**src/rtl/game_pkg.sv**
```systemverilog
// Shared constants and the scorer state type for the whack-a-mole game blocks.
package game_pkg;

    // Width of the mole LED pattern and of the slide-switch bank.
    localparam int GAME_N_LEDS         = 18;
    // Default mole lifetime: one second at CLOCK_50.
    localparam int GAME_TIMEOUT_CYCLES = 50_000_000;
    // Largest score that still fits four decimal HEX digits.
    localparam int GAME_MAX_SCORE      = 9999;

    // Scorer FSM states.
    typedef enum logic [2:0] {
        ST_IDLE       = 3'd0,
        ST_ARMED      = 3'd1,
        ST_ACTIVE     = 3'd2,
        ST_RESOLVE    = 3'd3,
        ST_WAIT_CLEAR = 3'd4,
        ST_OVER       = 3'd5
    } scorer_state_t;

endpackage

```
**src/rtl/sw_sync_edge.sv**
```systemverilog
// Two-flop synchroniser for raw switches plus a toggle detector against the
// previous synchronised value. Any edge, rising or falling, shows up in o_toggled.
module sw_sync_edge #(
    parameter int W = 18
) (
    input  logic         clk,
    input  logic         reset,
    input  logic [W-1:0] i_sw,
    output logic [W-1:0] o_toggled
);

    logic [W-1:0] r_sync1;
    logic [W-1:0] r_sync2;
    logic [W-1:0] r_prev;

    // Synchronise the switches and keep last cycle's value; prev always follows.
    always_ff @(posedge clk) begin
        if (reset) begin
            r_sync1 <= '0;
            r_sync2 <= '0;
            r_prev  <= '0;
        end else begin
            r_sync1 <= i_sw;
            r_sync2 <= r_sync1;
            r_prev  <= r_sync2;
        end
    end

    assign o_toggled = r_sync2 ^ r_prev;

endmodule

```
**src/rtl/mole_scorer.sv**
```systemverilog
// Judges each mole shown on LEDR as hit, wrong whack or timeout, keeps a
// saturating score and a miss count, and stops the game at the miss limit.
module mole_scorer
    import game_pkg::*;
#(
    parameter int N_LEDS         = GAME_N_LEDS,
    parameter int TIMEOUT_CYCLES = GAME_TIMEOUT_CYCLES,
    parameter int MAX_SCORE      = GAME_MAX_SCORE,
    parameter int MISS_LIMIT     = 3
) (
    input  logic              clk,
    input  logic              reset,
    input  logic              enable,
    input  logic [N_LEDS-1:0] mole,
    input  logic [N_LEDS-1:0] sw,
    output logic              mole_clear,
    output logic              hit_pulse,
    output logic              miss_pulse,
    output logic [13:0]       score,
    output logic [1:0]        misses,
    output logic              game_over
);

    // Timer only has to reach TIMEOUT_CYCLES-1; it is cleared before it could wrap.
    localparam int TW = (TIMEOUT_CYCLES > 1) ? $clog2(TIMEOUT_CYCLES) : 1;

    logic [N_LEDS-1:0] w_toggled;
    logic              w_hit;
    logic              w_whack;
    logic              w_timeout;
    logic [1:0]        w_misses_inc;

    scorer_state_t     r_state;
    logic [N_LEDS-1:0] r_target;
    logic [TW-1:0]     r_timer;
    logic              r_is_hit;
    logic [13:0]       r_score;
    logic [1:0]        r_misses;
    logic              r_mole_clear;
    logic              r_hit_pulse;
    logic              r_miss_pulse;
    logic              r_game_over;

    sw_sync_edge #(
        .W (N_LEDS)
    ) u_sw_sync_edge (
        .clk       (clk),
        .reset     (reset),
        .i_sw      (sw),
        .o_toggled (w_toggled)
    );

    assign w_hit        = (w_toggled & r_target) != '0;
    assign w_whack      = w_toggled != '0;
    assign w_timeout    = r_timer == TW'(TIMEOUT_CYCLES - 1);
    assign w_misses_inc = r_misses + 2'd1;

    // Game FSM with mole target latch and lifetime timer.
    always_ff @(posedge clk) begin
        if (reset) begin
            r_state  <= ST_IDLE;
            r_target <= '0;
            r_timer  <= '0;
            r_is_hit <= 1'b0;
        end else begin
            case (r_state)
                ST_IDLE: begin
                    r_timer <= '0;
                    if (enable) r_state <= ST_ARMED;
                end
                ST_ARMED: begin
                    r_timer <= '0;
                    if (!enable) begin
                        r_state <= ST_IDLE;
                    end else if (mole != '0) begin
                        r_target <= mole;
                        r_state  <= ST_ACTIVE;
                    end
                end
                ST_ACTIVE: begin
                    if (!enable) begin
                        // Pending mole is abandoned without any judgement.
                        r_timer <= '0;
                        r_state <= ST_IDLE;
                    end else if (w_hit || w_whack || w_timeout) begin
                        // Hit has priority over wrong whack and over timeout.
                        r_is_hit <= w_hit;
                        r_timer  <= '0;
                        r_state  <= ST_RESOLVE;
                    end else begin
                        r_timer <= r_timer + 1'b1;
                    end
                end
                ST_RESOLVE: begin
                    if (!r_is_hit && (w_misses_inc == 2'(MISS_LIMIT)))
                        r_state <= ST_OVER;
                    else
                        r_state <= ST_WAIT_CLEAR;
                end
                ST_WAIT_CLEAR: begin
                    // Wait for the mole to go dark so a repeated pattern is a new mole.
                    if (!enable)        r_state <= ST_IDLE;
                    else if (mole == '0) r_state <= ST_ARMED;
                end
                ST_OVER: begin
                    r_state <= ST_OVER;
                end
                default: begin
                    r_state <= ST_IDLE;
                end
            endcase
        end
    end

    // Registered pulses, score and miss counters updated in the resolve cycle.
    always_ff @(posedge clk) begin
        if (reset) begin
            r_score      <= '0;
            r_misses     <= '0;
            r_mole_clear <= 1'b0;
            r_hit_pulse  <= 1'b0;
            r_miss_pulse <= 1'b0;
            r_game_over  <= 1'b0;
        end else begin
            r_mole_clear <= 1'b0;
            r_hit_pulse  <= 1'b0;
            r_miss_pulse <= 1'b0;
            r_game_over  <= (r_state == ST_OVER);
            if (r_state == ST_RESOLVE) begin
                r_mole_clear <= 1'b1;
                if (r_is_hit) begin
                    r_hit_pulse <= 1'b1;
                    if (r_score != 14'(MAX_SCORE)) r_score <= r_score + 14'd1;
                end else begin
                    r_miss_pulse <= 1'b1;
                    r_misses     <= w_misses_inc;
                end
            end
        end
    end

    assign mole_clear = r_mole_clear;
    assign hit_pulse  = r_hit_pulse;
    assign miss_pulse = r_miss_pulse;
    assign score      = r_score;
    assign misses     = r_misses;
    assign game_over  = r_game_over;

endmodule

```
**config.mk**
```make
export PLATFORM = sky130hd
export DESIGN_NAME = mole_scorer
export DESIGN_NICKNAME = d
export VERILOG_FILES = /design/src/rtl/game_pkg.sv /design/src/rtl/sw_sync_edge.sv /design/src/rtl/mole_scorer.sv
export SDC_FILE = /design/constraint.sdc
export NUM_CORES = 1
export LEC_CHECK = 0
export ABC_AREA = 1
export BUFFER_PORTS_ARGS = -buffer_cell sky130_fd_sc_hd__buf_2
export CORE_ASPECT_RATIO = 0.7
export CORE_MARGIN = 4
export CORE_UTILIZATION = 28
export DETAILED_ROUTE_END_ITERATION = 12
export PLACE_DENSITY = 0.45
export RECOVER_POWER = 100
export SYNTH_ARGS = -nofsm -noshare
export SYNTH_HDL_FRONTEND = slang
export SYNTH_SLANG_ARGS = --single-unit
```
**constraint.sdc**
```tcl
create_clock -name clk -period 1.9 [get_ports clk]
set_input_delay 0.38 -clock clk [delete_from_list [all_inputs] [get_ports clk]]
set_output_delay 0.38 -clock clk [all_outputs]
set_load 0.05 [all_outputs]
```
======== Word-level counts from Yosys, hierarchy flattened ========
Cells that the tools add are included.
word-level totals
  flip-flop bits (word level) ............. 122
  latch bits .............................. 0
  memories kept ........................... 0
  bits of input ports ..................... 39
  logic and storage cells ................. 64
  memory bits (read-only) ................. 0
  bits in writable memories ............... 0
cells by class
  mux-type cells .......................... 15
  add/subtract/negate cells ............... 3
  reductions and logical operators ........ 17
  div/mod/pow operators ................... 0
  multipliers ............................. 0
  order comparisons ....................... 0
  equal/unequal tests ..................... 12
  shift operators ......................... 0
  bitwise gates (word level) .............. 4
operators with widths
  cell                                                 count
  nonzero test 18 bit                                  3
  two-way mux 26 bit                                   2
  one-hot mux 26 bit (2 select lines)                  1
  adder 26 x 1 -> 26 bit, second input constant        1
  equality test 26 bit, second input constant          1
  two-way mux 3 bit                                    7
  bitwise AND 18 bit                                   1
  zero test 18 bit                                     1
  one-hot mux 3 bit (6 select lines)                   1
  bitwise XOR 18 bit                                   1
  adder 14 x 1 -> 14 bit, second input constant        1
  inequality test 14 bit, second input constant        1
  inequality test 3 bit, second input constant         3
  AND reduction 3 bit                                  3
  equality test 3 x 2 -> 1 bit, second input constant  2
  equality test 3 bit, second input constant           2
  two-way mux 1 bit                                    4
  AND reduction 4 bit                                  1
  OR reduction 2 bit                                   2
  equality test 3 x 1 -> 1 bit, second input constant  1
  zero test 3 bit                                      1
  adder 2 x 1 -> 2 bit, second input constant          1
  equality test 2 bit, second input constant           1
  logical OR 1 bit                                     2
  other kinds (6)                                      7

======== Depth between registers and ports, before layout ========
Gate-level depths: netlist (run 1).
  word-level depth ........................ 8
  depth in mapped cells ................... 12
  depth with buffers taken out ............ 11

======== Modules after synthesis ========
Synthesis (run 1) repeated with hierarchy kept, for this count alone.
unflattened totals
  cell total of the unflattened synthesis .. 749
  area total of the unflattened synthesis .. 5271.3 µm²
modules (own cells, without submodules)
  module        cells each  times used  area an instance (µm²)
  mole_scorer   509         1           3447.1
  sw_sync_edge  240         1           1824.2

======== Worst setup path after synthesis (run 1) ========
No wires, ideal clock.
  kind .................................... register to register
  start point ............................. reg r_score[0] (netlist: score[0])
  end point ............................... reg r_score[1] (netlist: score[1])
  buffers on the path ..................... 1
  required time ........................... 1784 ps
  arrival time ............................ 1832 ps
  slack ................................... -48 ps
  cell stages (with the launch flop) ...... 10
  cell sequence ........................... dfxtp_1 -> ha_1 -> inv_1 -> nor2_1 -> nand3_1 -> nand3_2 -> inv_2 -> buf_4 -> nor2_1 -> nor2_1
between the ends
  cells in the longest elaborated chain, start to end .. 2
ends and longest elaborated chain
  item                                                                            RTL line            RTL
  start, declared                                                                 mole_scorer.sv:37   logic [13:0] r_score;
  start signal, assigned                                                          mole_scorer.sv:133  if (r_score != 14'(MAX_SCORE)) r_score <= r_score + 14'd1;
  parallel branches: the longest is 2 deep, another holds adder 14 x 1 -> 14 bit  -
Parallel ways; which one is timed is not known.
A chain may end at the register's enable or synchronous reset.

======== Worst setup path after layout (run 1) ========
  start point ............................. reg r_score[10] (netlist: score[10])
  end point ............................... out score[10]
RTL lines
  item           RTL line           RTL
  end, declared  mole_scorer.sv:19  output logic [13:0] score,
No word-level cell between the ends.

==> results.sh, run 1 <==
export IMPL_syn_num_nets=795
export IMPL_p_per_area_nw_per_um2=1036
export IMPL_syn_cell_area_um2=5354
export IMPL_total_power_w=0.006777
export IMPL_syn_area_per_cell_um2=7.110
export IMPL_top_layer_used="met4"
export IMPL_cts_tree="done"
export IMPL_arrival_ns=1.34
export IMPL_status="complete, no violations"
export IMPL_num_rows=42
export IMPL_ctsHoldBuffers=0
export IMPL_cts_root_buf="clkbuf_16"
export IMPL_path_class="register to output pin"
export IMPL_io_pins=59
export IMPL_relSlewSlack_pct=59.39
export IMPL_grtUsageTotal_pct=12.02
export IMPL_wl_met1_mm=6.825
export IMPL_wl_met3_um=452
export IMPL_maxCapViolCount=0
export IMPL_rsz0062_at_grt="no"
export IMPL_overflow=0
export IMPL_yosysWarningCount=0
export IMPL_fin_skew_ns=0.008598
export IMPL_num_fill_cells=2030
export IMPL_die_width_um=173.3
export IMPL_wl_per_cell_um=11.30
export IMPL_die_h_um=123.7
export IMPL_htree_levels=4
export IMPL_synth_distinct_cells=35
export IMPL_slowest_delay_ns=0.46
export IMPL_cp_end_kind="output pin"
export IMPL_crit_fanout=5
export IMPL_clock_sinks=122
export IMPL_clkLatencyLatePin_ns=0.42
export IMPL_finalSetupViolCount=0
export IMPL_post_cts_buffers=0
export IMPL_grt_pass1_vias=4146
export IMPL_postCtsResizedCells=0
export IMPL_syn_inst=753
export IMPL_vias=4486
export IMPL_port_buffers=58
export IMPL_cts_inserted_buffers=17
export IMPL_fin_area_um2=6540
export IMPL_ant_nets=0
export IMPL_ys_ff_latch=122
export IMPL_antenna_cells=0
export IMPL_layout_drive_gt1_share_pct=14.54
export IMPL_grt_pass1_wl_mm=20.50
export IMPL_hp_class="input pin to register"
export IMPL_crit_chain="buf_4, clkbuf_1"
export IMPL_area_growth_synth_to_final_pct=22.15
export IMPL_dr_pass1_iters=4
export IMPL_timing_hold_ws_ns=0.1611
export IMPL_met2_length_mm=4.810
export IMPL_gp_congestion=0.8032
export IMPL_coreArea_um2=18810
export IMPL_post_place_ws_ns=0.1098
export IMPL_period_needed_ns=1.724
export IMPL_start_kind="register"
export IMPL_drc_errors=0
export IMPL_dieArea_um2=21430
export IMPL_clock_path_buffers=2
export IMPL_vdd_ir_drop_max_mv=0.5189
export IMPL_viasPerCell=4.150
export IMPL_clkTransAtPathRegs_ns=0.06
export IMPL_power_leakage_nw=2.746
export IMPL_placed_area_um2=5991
export IMPL_antenna_found_initial=0
export IMPL_hold_viol=0
export IMPL_cp_slowest_cell="clkbuf_1"
export IMPL_required_ns=1.52
export IMPL_fmax_ghz=0.5799
export IMPL_drtIter0Drc=242
export IMPL_initial_core_util_pct=28.46
export IMPL_setup_ws_ns=0.1756
export IMPL_drv_slew=0
export IMPL_worstMarginPinSlew_ns=0.6118
export IMPL_grt_max_degree=76
export IMPL_nets=868
export IMPL_fin_crit_sh_pct=90.76
export IMPL_hpwl_mm=8.862
export IMPL_setup_tns_final_ns=0
export IMPL_seq_area_frac_synth_pct=45.62
export IMPL_drt_total_wl_mm=12.22
==> cell usage in the layout (no fill, tap or decap), types with 4 or more instances in the layout <==
cell type / count
clkbuf_1: 13
clkbuf_2: 8
nor3_1: 13
nor4_1: 5
nand2_2: 4
nand2_1: 163
nor2_1: 169
inv_2: 6
xnor2_1: 11
xor2_1: 22
a21oi_1: 17
buf_2: 37
buf_4: 9
nor2_2: 13
o21ai_0: 24
inv_1: 107
clkbuf_16: 17
dfxtp_1: 121
nand4_1: 13
nand3_1: 25
==> cells in the mapped netlist <==
cell type,n,share of area [%]
buf_4,2,0.28
nand2_1,162,11
nand2_2,4,0.47
a21oi_1,17,1.6
nor2_4,4,0.84
nor4_1,5,0.58
dfxtp_1,122,46
buf_6,1,0.21
o21bai_1,1,0.14
o22ai_1,1,0.12
nand2_4,2,0.42
mux2i_1,1,0.19
nand4_1,13,1.5
or2_0,1,0.12
clkbuf_1,6,0.42
nand3_2,3,0.56
buf_2,2,0.19
a31oi_1,1,0.12
buf_1,5,0.35
xor2_1,22,3.6
buf_8,1,0.28
o21ai_0,24,2.2
o211ai_1,1,0.14
nor2_1,158,11
nor3_1,14,1.3
inv_1,107,7.5
xnor2_1,11,1.8
nand3_1,25,2.3
nor3_4,1,0.30
clkinv_1,1,0.070
nand3b_1,2,0.28
ha_1,3,0.70
nor2_2,23,2.7
a311oi_1,1,0.16
inv_2,6,0.42
==> flip-flops by register name, summed over array words and instances (netlist names) <==
name,flops
u_sw_sync_edge.r_prev,18
u_sw_sync_edge.r_sync1,18
hit_pulse,1
r_is_hit,1
r_state,3
r_target,18
score,14
u_sw_sync_edge.r_sync2,18
miss_pulse,1
r_timer,26
misses,2
game_over,1
mole_clear,1
==> critical path, delay by kind of cell, from the launching register on <==
family | cells | cell delay [ns]
buf+inv | 2 | 0.60
flops | 1 | 0.33
==> per-layer routing <==
| layer | GRT usage (%) | vias to the layer above |
|---|---|---|
| met1 | 17.59 | 1963 |
| met4 | 4.335 | 0 |
| met5 | 0 | - |
| met3 | 3.580 | 11 |
| li1 | - | 2450 |
| met2 | 16.59 | 62 |
==> stage by stage <==
step	instances	util, %
finish	1081	34.76
global route	1081	34.76
CTS	1081	35.14
detailed placement	1049	31.84
global placement	1049	31.84
floorplan	753	-
==> cell type report <==
cell class                 count  area, um2  area share, %
multi-input combinational    500       2350          35.93
inverter                     114      427.9          6.543
timing repair buffer          71      396.6          6.065
clock buffer                  19      452.9          6.926
clock inverter                13      166.4          2.544
sequential                   122       2444          37.36
tap                          242      302.8          4.630
==> path summary, 6_finish.rpt <==
check | endpoint | start | depth (start not counted) | slack, ns
min reg2reg | u_sw_sync_edge.r_sync2[4] | u_sw_sync_edge.r_sync1[4] | 2 | 0.40
max | score[10] | score[10] | 2 | 0.18
max reg2reg | r_timer[16] | r_timer[0] | 9 | 0.19
min | u_sw_sync_edge.r_sync1[1] | sw[1] | 3 | 0.16
==> cells by family after synthesis <==
family | synth area share [%]
and+or+nand+nor | 33.86
buffers and inverters | 9.722
DFF | 45.62
AOI/OAI and AO/OA | 4.511
xor gates and xnor gates | 5.398
adders and majority gates | 0.7012
muxes | 0.1870
==> power by group <==
| group | internal (W) | switching, W | leakage [nW] |
|---|---|---|---|
| Sequential | 0.00270 | 0.0000802 | 0.995 |
| Combinational | 0.000233 | 0.000418 | 1.45 |
| Clock | 0.00214 | 0.00120 | 0.296 |
Power figures use the tool's default switching activity.
==> run 2: changes to the inputs <==
--- a/config.mk
+++ b/config.mk
@@ -8,10 +8,10 @@
 export ABC_AREA = 1
 export BUFFER_PORTS_ARGS = -buffer_cell sky130_fd_sc_hd__buf_2
 export CORE_ASPECT_RATIO = 0.7
-export CORE_MARGIN = 4
-export CORE_UTILIZATION = 28
+export CORE_MARGIN = 10
+export CORE_UTILIZATION = 55
 export DETAILED_ROUTE_END_ITERATION = 12
-export PLACE_DENSITY = 0.45
+export PLACE_DENSITY = 0.77
 export RECOVER_POWER = 100
 export SYNTH_ARGS = -nofsm -noshare
 export SYNTH_HDL_FRONTEND = slang
==> run 2 against run 1 <==
Net effect:
- the flow now finishes with violations (max-capacitance violations)
- fmax fell by 0.14%
- combinational power shrank 2%
- cell count fell by 11%
- register-to-register slack lost 0.02 ns
- final area decreased by 3.9%
- sequential share of layout area up 1.5 points
- global-route usage up 5.7 points
- critical path depth up 6
- largest cell class unchanged
- clock skew about the same
- sequential cell count unchanged
- non-clock buffer count shrank 7
- highest routed layer unchanged
- clock-buffer cell count decreased by 1
==> results.sh, run 2 (synthesis gave the netlist of run 1 again) <==
export IMPL_clock_sinks=122
export IMPL_required_ns=2.21
export IMPL_clkLatencyLatePin_ns=0.42
export IMPL_htree_levels=4
export IMPL_crit_fanout=14
export IMPL_maxCapViolCount=1
export IMPL_arrival_ns=2.04
export IMPL_setup_ws_ns=0.1732
export IMPL_fin_skew_ns=0.008618
export IMPL_grt_max_degree=76
export IMPL_path_class="register to register"
export IMPL_antenna_found_initial=0
export IMPL_crit_chain="ha_1, inv_1, nor2_1, nand3_1, nand3_2, inv_2, nand2_1, a21oi_1"
export IMPL_antenna_cells=0
export IMPL_p_per_area_nw_per_um2=1025
export IMPL_grt_pass1_wl_mm=20.18
export IMPL_port_buffers=58
export IMPL_hp_class="input pin to register"
export IMPL_power_leakage_nw=2.678
export IMPL_wl_per_cell_um=12.46
export IMPL_setup_tns_final_ns=0
export IMPL_cts_tree="done"
export IMPL_relSlewSlack_pct=0.2433
export IMPL_finalSetupViolCount=0
export IMPL_grt_pass1_vias=4497
export IMPL_fmax_ghz=0.5791
export IMPL_clock_path_buffers=2
export IMPL_drc_errors=0
export IMPL_start_kind="register"
export IMPL_period_needed_ns=1.727
export IMPL_viasPerCell=4.856
export IMPL_nets=861
export IMPL_gp_congestion=0.9036
export IMPL_placed_area_um2=5771
export IMPL_violations="max-capacitance violations"
export IMPL_hpwl_mm=8.347
export IMPL_cp_end_kind="register"
export IMPL_ant_nets=0
export IMPL_drt_total_wl_mm=11.96
export IMPL_die_h_um=102.5
export IMPL_status="finished with violations"
export IMPL_worstMarginPinSlew_ns=1.496
export IMPL_total_power_w=0.006445
export IMPL_initial_core_util_pct=55.72
export IMPL_die_width_um=137.9
export IMPL_num_rows=30
export IMPL_fin_crit_sh_pct=90.88
export IMPL_cp_slowest_cell="dfxtp_2"
export IMPL_vdd_ir_drop_max_mv=0.7240
export IMPL_largest_register_ffs=26
export IMPL_post_place_ws_ns=0.1118
export IMPL_coreArea_um2=9609
export IMPL_overflow=0
export IMPL_cts_root_buf="clkbuf_16"
export IMPL_slowest_delay_ns=0.37
export IMPL_cts_inserted_buffers=17
export IMPL_io_pins=59
export IMPL_ctsHoldBuffers=0
export IMPL_vias=4662
export IMPL_drtIter0Drc=418
export IMPL_fin_area_um2=6286
export IMPL_area_growth_synth_to_final_pct=17.41
export IMPL_largest_register="r_timer"
export IMPL_layout_common_cells="170 x nor2_1, 162 x nand2_1, 119 x dfxtp_1"
export IMPL_dieArea_um2=14140
export IMPL_layout_commonest_cell="nor2_1"
export IMPL_layout_drive_gt1_share_pct=13.94
export IMPL_grtUsageTotal_pct=17.68
export IMPL_rsz0062_at_grt="no"
export IMPL_dr_pass1_iters=5
export IMPL_hold_viol=0
export IMPL_clkTransAtPathRegs_ns=0.06
export IMPL_drv_slew=0
run 2: cell count changes in the layout (fill, tap and decap cells not counted), sizes merged:
cell | before | now
buf | 50 | 42
bufinv | 3 | 1
clkinv | 5 | 7
clkinvlp | 3 | 8
inv | 116 | 112
run 2: report_power, final:
part           leakage (nW)  switching [W]  internal (W)
Sequential            0.996      0.0000834       0.00270
Clock                 0.252        0.00119       0.00183
Combinational          1.43       0.000429      0.000210
run 2: path summary, 6_finish.rpt:
path | startpoint | to | slack [ns] | cells after the start
max | score[0] | score[6] | 0.17 | 8
min reg2reg | u_sw_sync_edge.r_sync1[13] | u_sw_sync_edge.r_sync2[13] | 0.40 | 2
max reg2reg | score[0] | score[6] | 0.17 | 8
min | sw[4] | u_sw_sync_edge.r_sync1[4] | 0.17 | 3
run 2: layout make-up:
type	instances	area, um2
Fill cell	867	3323
Sequential cell	122	2446
Multi-Input combinational cell	500	2370
Clock buffer	18	439.2
Inverter	114	429.2
Timing Repair Buffer	64	315.3
Tap cell	128	160.2
Clock inverter	14	126.4
run 2: worst max-delay path: cells and delay by family (launching register included):
family	cells	cell delay, ns
AO/OA/AOI/OAI	1	0.16
adder cells (fa/ha/maj)	1	0.24
buffers and inverters	2	0.39
flip-flops	1	0.37
AND/OR/NAND/NOR	4	0.47
run 2: what timing repair did:
item / CTS / global route
setup buffers: 0 / 0
endpoints found under the setup margin: 0 / 26
resized for setup: 0 / 8
run 2: metrics by stage:
step	util, %	hold slack (ns)	cells
2_1_floorplan	-	0.3883	753
3_3_place_gp	60.05	0.3892	928
3_5_place_dp	60.05	0.3955	928
4_1_cts	65.94	0.1604	960
5_1_grt	65.42	0.1693	960
6_report	65.42	0.1655	960
run 2: metal layers:
layer / share of wire [%] / track usage (%) / vias up
met5: 0 / 0 / -
met4: 1.1 / 6.635 / 0
met3: 5.4 / 5.696 / 15
met2: 45 / 27.45 / 117
met1: 49 / 22.52 / 2100
li1: - / - / 2430
==> run 3: changes to the inputs <==
--- a/config.mk
+++ b/config.mk
@@ -5,7 +5,6 @@
 export SDC_FILE = /design/constraint.sdc
 export NUM_CORES = 1
 export LEC_CHECK = 0
-export ABC_AREA = 1
 export BUFFER_PORTS_ARGS = -buffer_cell sky130_fd_sc_hd__buf_2
 export CORE_ASPECT_RATIO = 0.7
 export CORE_MARGIN = 10
==> run 3 against run 2 <==
Net effect:
- the flow finishes with violations (negative setup slack)
- clock skew increased by 0.0013 ns
- sequential cell count unchanged
- area after synthesis decreased by 9.2%
- non-clock buffer count increased by 30
- sequential share of layout area increased by 0.58 points
- utilization increased by 7.7 points
- die area decreased by 7.7%
- sequential power decreased by 4%
- critical path depth decreased by 1
- critical endpoint is now r_timer[0]
==> results.sh, run 3 <==
export IMPL_p_per_area_nw_per_um2=1045
export IMPL_multi_input_area_um2=2344
export IMPL_synth_top_cells_by_count="122 x dfxtp_1, 71 x nor2_1, 57 x nor2b_1"
export IMPL_clock_path_buffers=2
export IMPL_vdd_ir_drop_max_mv=0.7460
export IMPL_ant_nets=0
export IMPL_clkTransAtPathRegs_ns=0.05
export IMPL_grt_pass1_vias=3693
export IMPL_largest_register="r_timer"
export IMPL_drv_slew=0
export IMPL_syn_num_nets=534
export IMPL_fmax_ghz=0.5254
export IMPL_layout_cells_non_filler=716
export IMPL_layout_common_cells="108 x dfxtp_1, 67 x nor2_1, 57 x nor2b_1"
export IMPL_timing_hold_ws_ns=0.1818
export IMPL_area_growth_synth_to_final_pct=28.62
export IMPL_yosysWarningCount=0
export IMPL_cts_root_buf="clkbuf_16"
export IMPL_crit_fanout=13
export IMPL_initial_core_util_pct=56.88
export IMPL_synth_edf_count=0
export IMPL_fin_crit_sh_pct=100.2
export IMPL_dp_cells=680
export IMPL_power_leakage_nw=2.513
export IMPL_syn_inst=492
export IMPL_setup_tns_final_ns=-0.003222
export IMPL_die_h_um=98.67
export IMPL_antenna_found_initial=0
export IMPL_arrival_ns=2.19
export IMPL_die_width_um=132.4
export IMPL_cts_inserted_buffers=17
export IMPL_relSlewSlack_pct=59.78
export IMPL_ys_ff_latch=122
export IMPL_layout_drive_gt1_share_pct=24.50
export IMPL_start_kind="register"
export IMPL_drtIter0Drc=163
export IMPL_dr_pass1_iters=5
export IMPL_post_place_ws_ns=-0.09125
export IMPL_hp_class="input pin to register"
export IMPL_clkLatencyLatePin_ns=0.41
export IMPL_cts_tree="done"
export IMPL_async_flop_share_pct=0
export IMPL_hpwl_mm=7.319
export IMPL_layout_commonest_cell="dfxtp_1"
export IMPL_period_needed_ns=1.903
export IMPL_htree_levels=4
export IMPL_grtUsageTotal_pct=16.06
export IMPL_coreArea_um2=8548
export IMPL_hold_viol=0
export IMPL_status="finished with violations"
export IMPL_overflow=0
export IMPL_viasPerCell=5.201
export IMPL_gp_congestion=0.8323
export IMPL_regArea_um2=2470
export IMPL_antenna_cells=0
export IMPL_violations="negative setup slack"
export IMPL_yosysMostFrequentCell="dfxtp_1"
export IMPL_grt_pass1_wl_mm=17.25
export IMPL_seq_area_frac_synth_pct=50.23
export IMPL_gr_usage_met1_pct=18.16
export IMPL_syn_area_per_cell_um2=9.882
export IMPL_utilization_pct=73.16
export IMPL_largest_register_ffs=26
export IMPL_fin_skew_ns=0.009942
export IMPL_synth_area_leaders="dfxtp_1 50%, nor2b_1 7.3%, nor2_1 5.5%"
export IMPL_path_class="register to register"
export IMPL_ys_flop_type="dfxtp_1"
export IMPL_drt_total_wl_mm=10.88
export IMPL_grtUsageMet2_pct=26.36
export IMPL_synth_largest_area_cell="dfxtp_1"
export IMPL_cp_end_kind="register"
export IMPL_drc_errors=0
export IMPL_synth_distinct_cells=52
export IMPL_num_fill_cells=627
export IMPL_io_pins=59
export IMPL_vias=3724
export IMPL_nets=625
export IMPL_grt_max_degree=76
export IMPL_setup_ws_ns=-0.003222
export IMPL_worstMarginPinSlew_ns=0.6060
export IMPL_synth_top_cell_area_share_pct=50.23
export IMPL_busiest_layer="met2"
export IMPL_port_buffers=58
export IMPL_wl_per_cell_um=15.19
export IMPL_finalSetupViolCount=1
export IMPL_dieArea_um2=13060
export IMPL_num_rows=28
export IMPL_rsz0062_at_grt="yes"
export IMPL_maxCapViolCount=0
export IMPL_syn_cell_area_um2=4862
export IMPL_grt_util_met3_pct=5.730
export IMPL_required_ns=2.19
export IMPL_clock_sinks=122
## run 3: changes by cell type after synthesis, moves of 9 or more
cell     previous run  this run
nand2_1           162        14
nor2b_1             0        57
nor2_1            158        71
a22oi_1             0         9
a21oi_1            17         5
nor4_1              5        15
nor2_2             23         0
mux2i_1             1        19
o21ai_0            24         2
xnor2_1            11        30
inv_1             107         8
## run 3: final cells by class
cell class | count | area share [%]
clock inverters | 11 | 3.021
multi-input cells | 340 | 37.48
well taps | 120 | 2.401
repair buffers | 94 | 9.424
clock buffers | 21 | 7.703
flip-flops and latches | 122 | 39.50
inverters | 8 | 0.4802
## run 3: worst max-delay path, cell delays in order, from the launching register on
cell and delay (ns):
dfxtp_4 0.36, ha_4 0.14, and4b_1 0.18, nand4_1 0.16, o311a_4 0.38, a31oi_4 0.28
clkbuf_16 0.24, nor2_1 0.05
## run 3: cell families after synthesis
| group | synth area share (%) |
|---|---|
| simple gates | 26.92 |
| fa+ha+maj | 0.7721 |
| mux | 4.606 |
| xor+xnor | 9.367 |
| flops | 50.23 |
| buf+inv | 3.191 |
| compound gates | 4.915 |
## run 3: worst paths after layout
kind                              from                         to  slack, ns  cells past startpoint
max                         r_timer[0]                 r_timer[0]     -0.003                      7
min                              sw[5]  u_sw_sync_edge.r_sync1[5]       0.18                      2
max reg2reg                 r_timer[0]                 r_timer[0]     -0.003                      7
min reg2reg  u_sw_sync_edge.r_sync1[8]  u_sw_sync_edge.r_sync2[8]       0.43                      1
## run 3: per-layer routing
| layer | up-vias | part of all wire, % |
|---|---|---|
| met3 | 25 | 4.6 |
| met1 | 1743 | 45 |
| met2 | 93 | 48 |
| met4 | 0 | 2.3 |
| met5 | - | 0 |
| li1 | 1863 | - |
## run 3: stage by stage
step | area [um2] | total power [W]
finish | 6254 | 0.006535
global placement | 5463 | 0.002995
global route | 6254 | 0.006738
CTS | 6133 | 0.006567
floorplan | 4882 | 0.002905
detailed placement | 5463 | 0.003007
## run 3: repair_timing
action                     CTS  global route
setup endpoints to repair    0            28
hold buffers                 0             0
resized for setup            0            23
setup buffers                0             2
## run 3: power breakdown
group          switching, W  leakage, nW  internal [W]
clock               0.00109        0.324       0.00247
combinational      0.000155         1.19      0.000151
sequential        0.0000423         1.00       0.00263
total               0.00129         2.51       0.00524
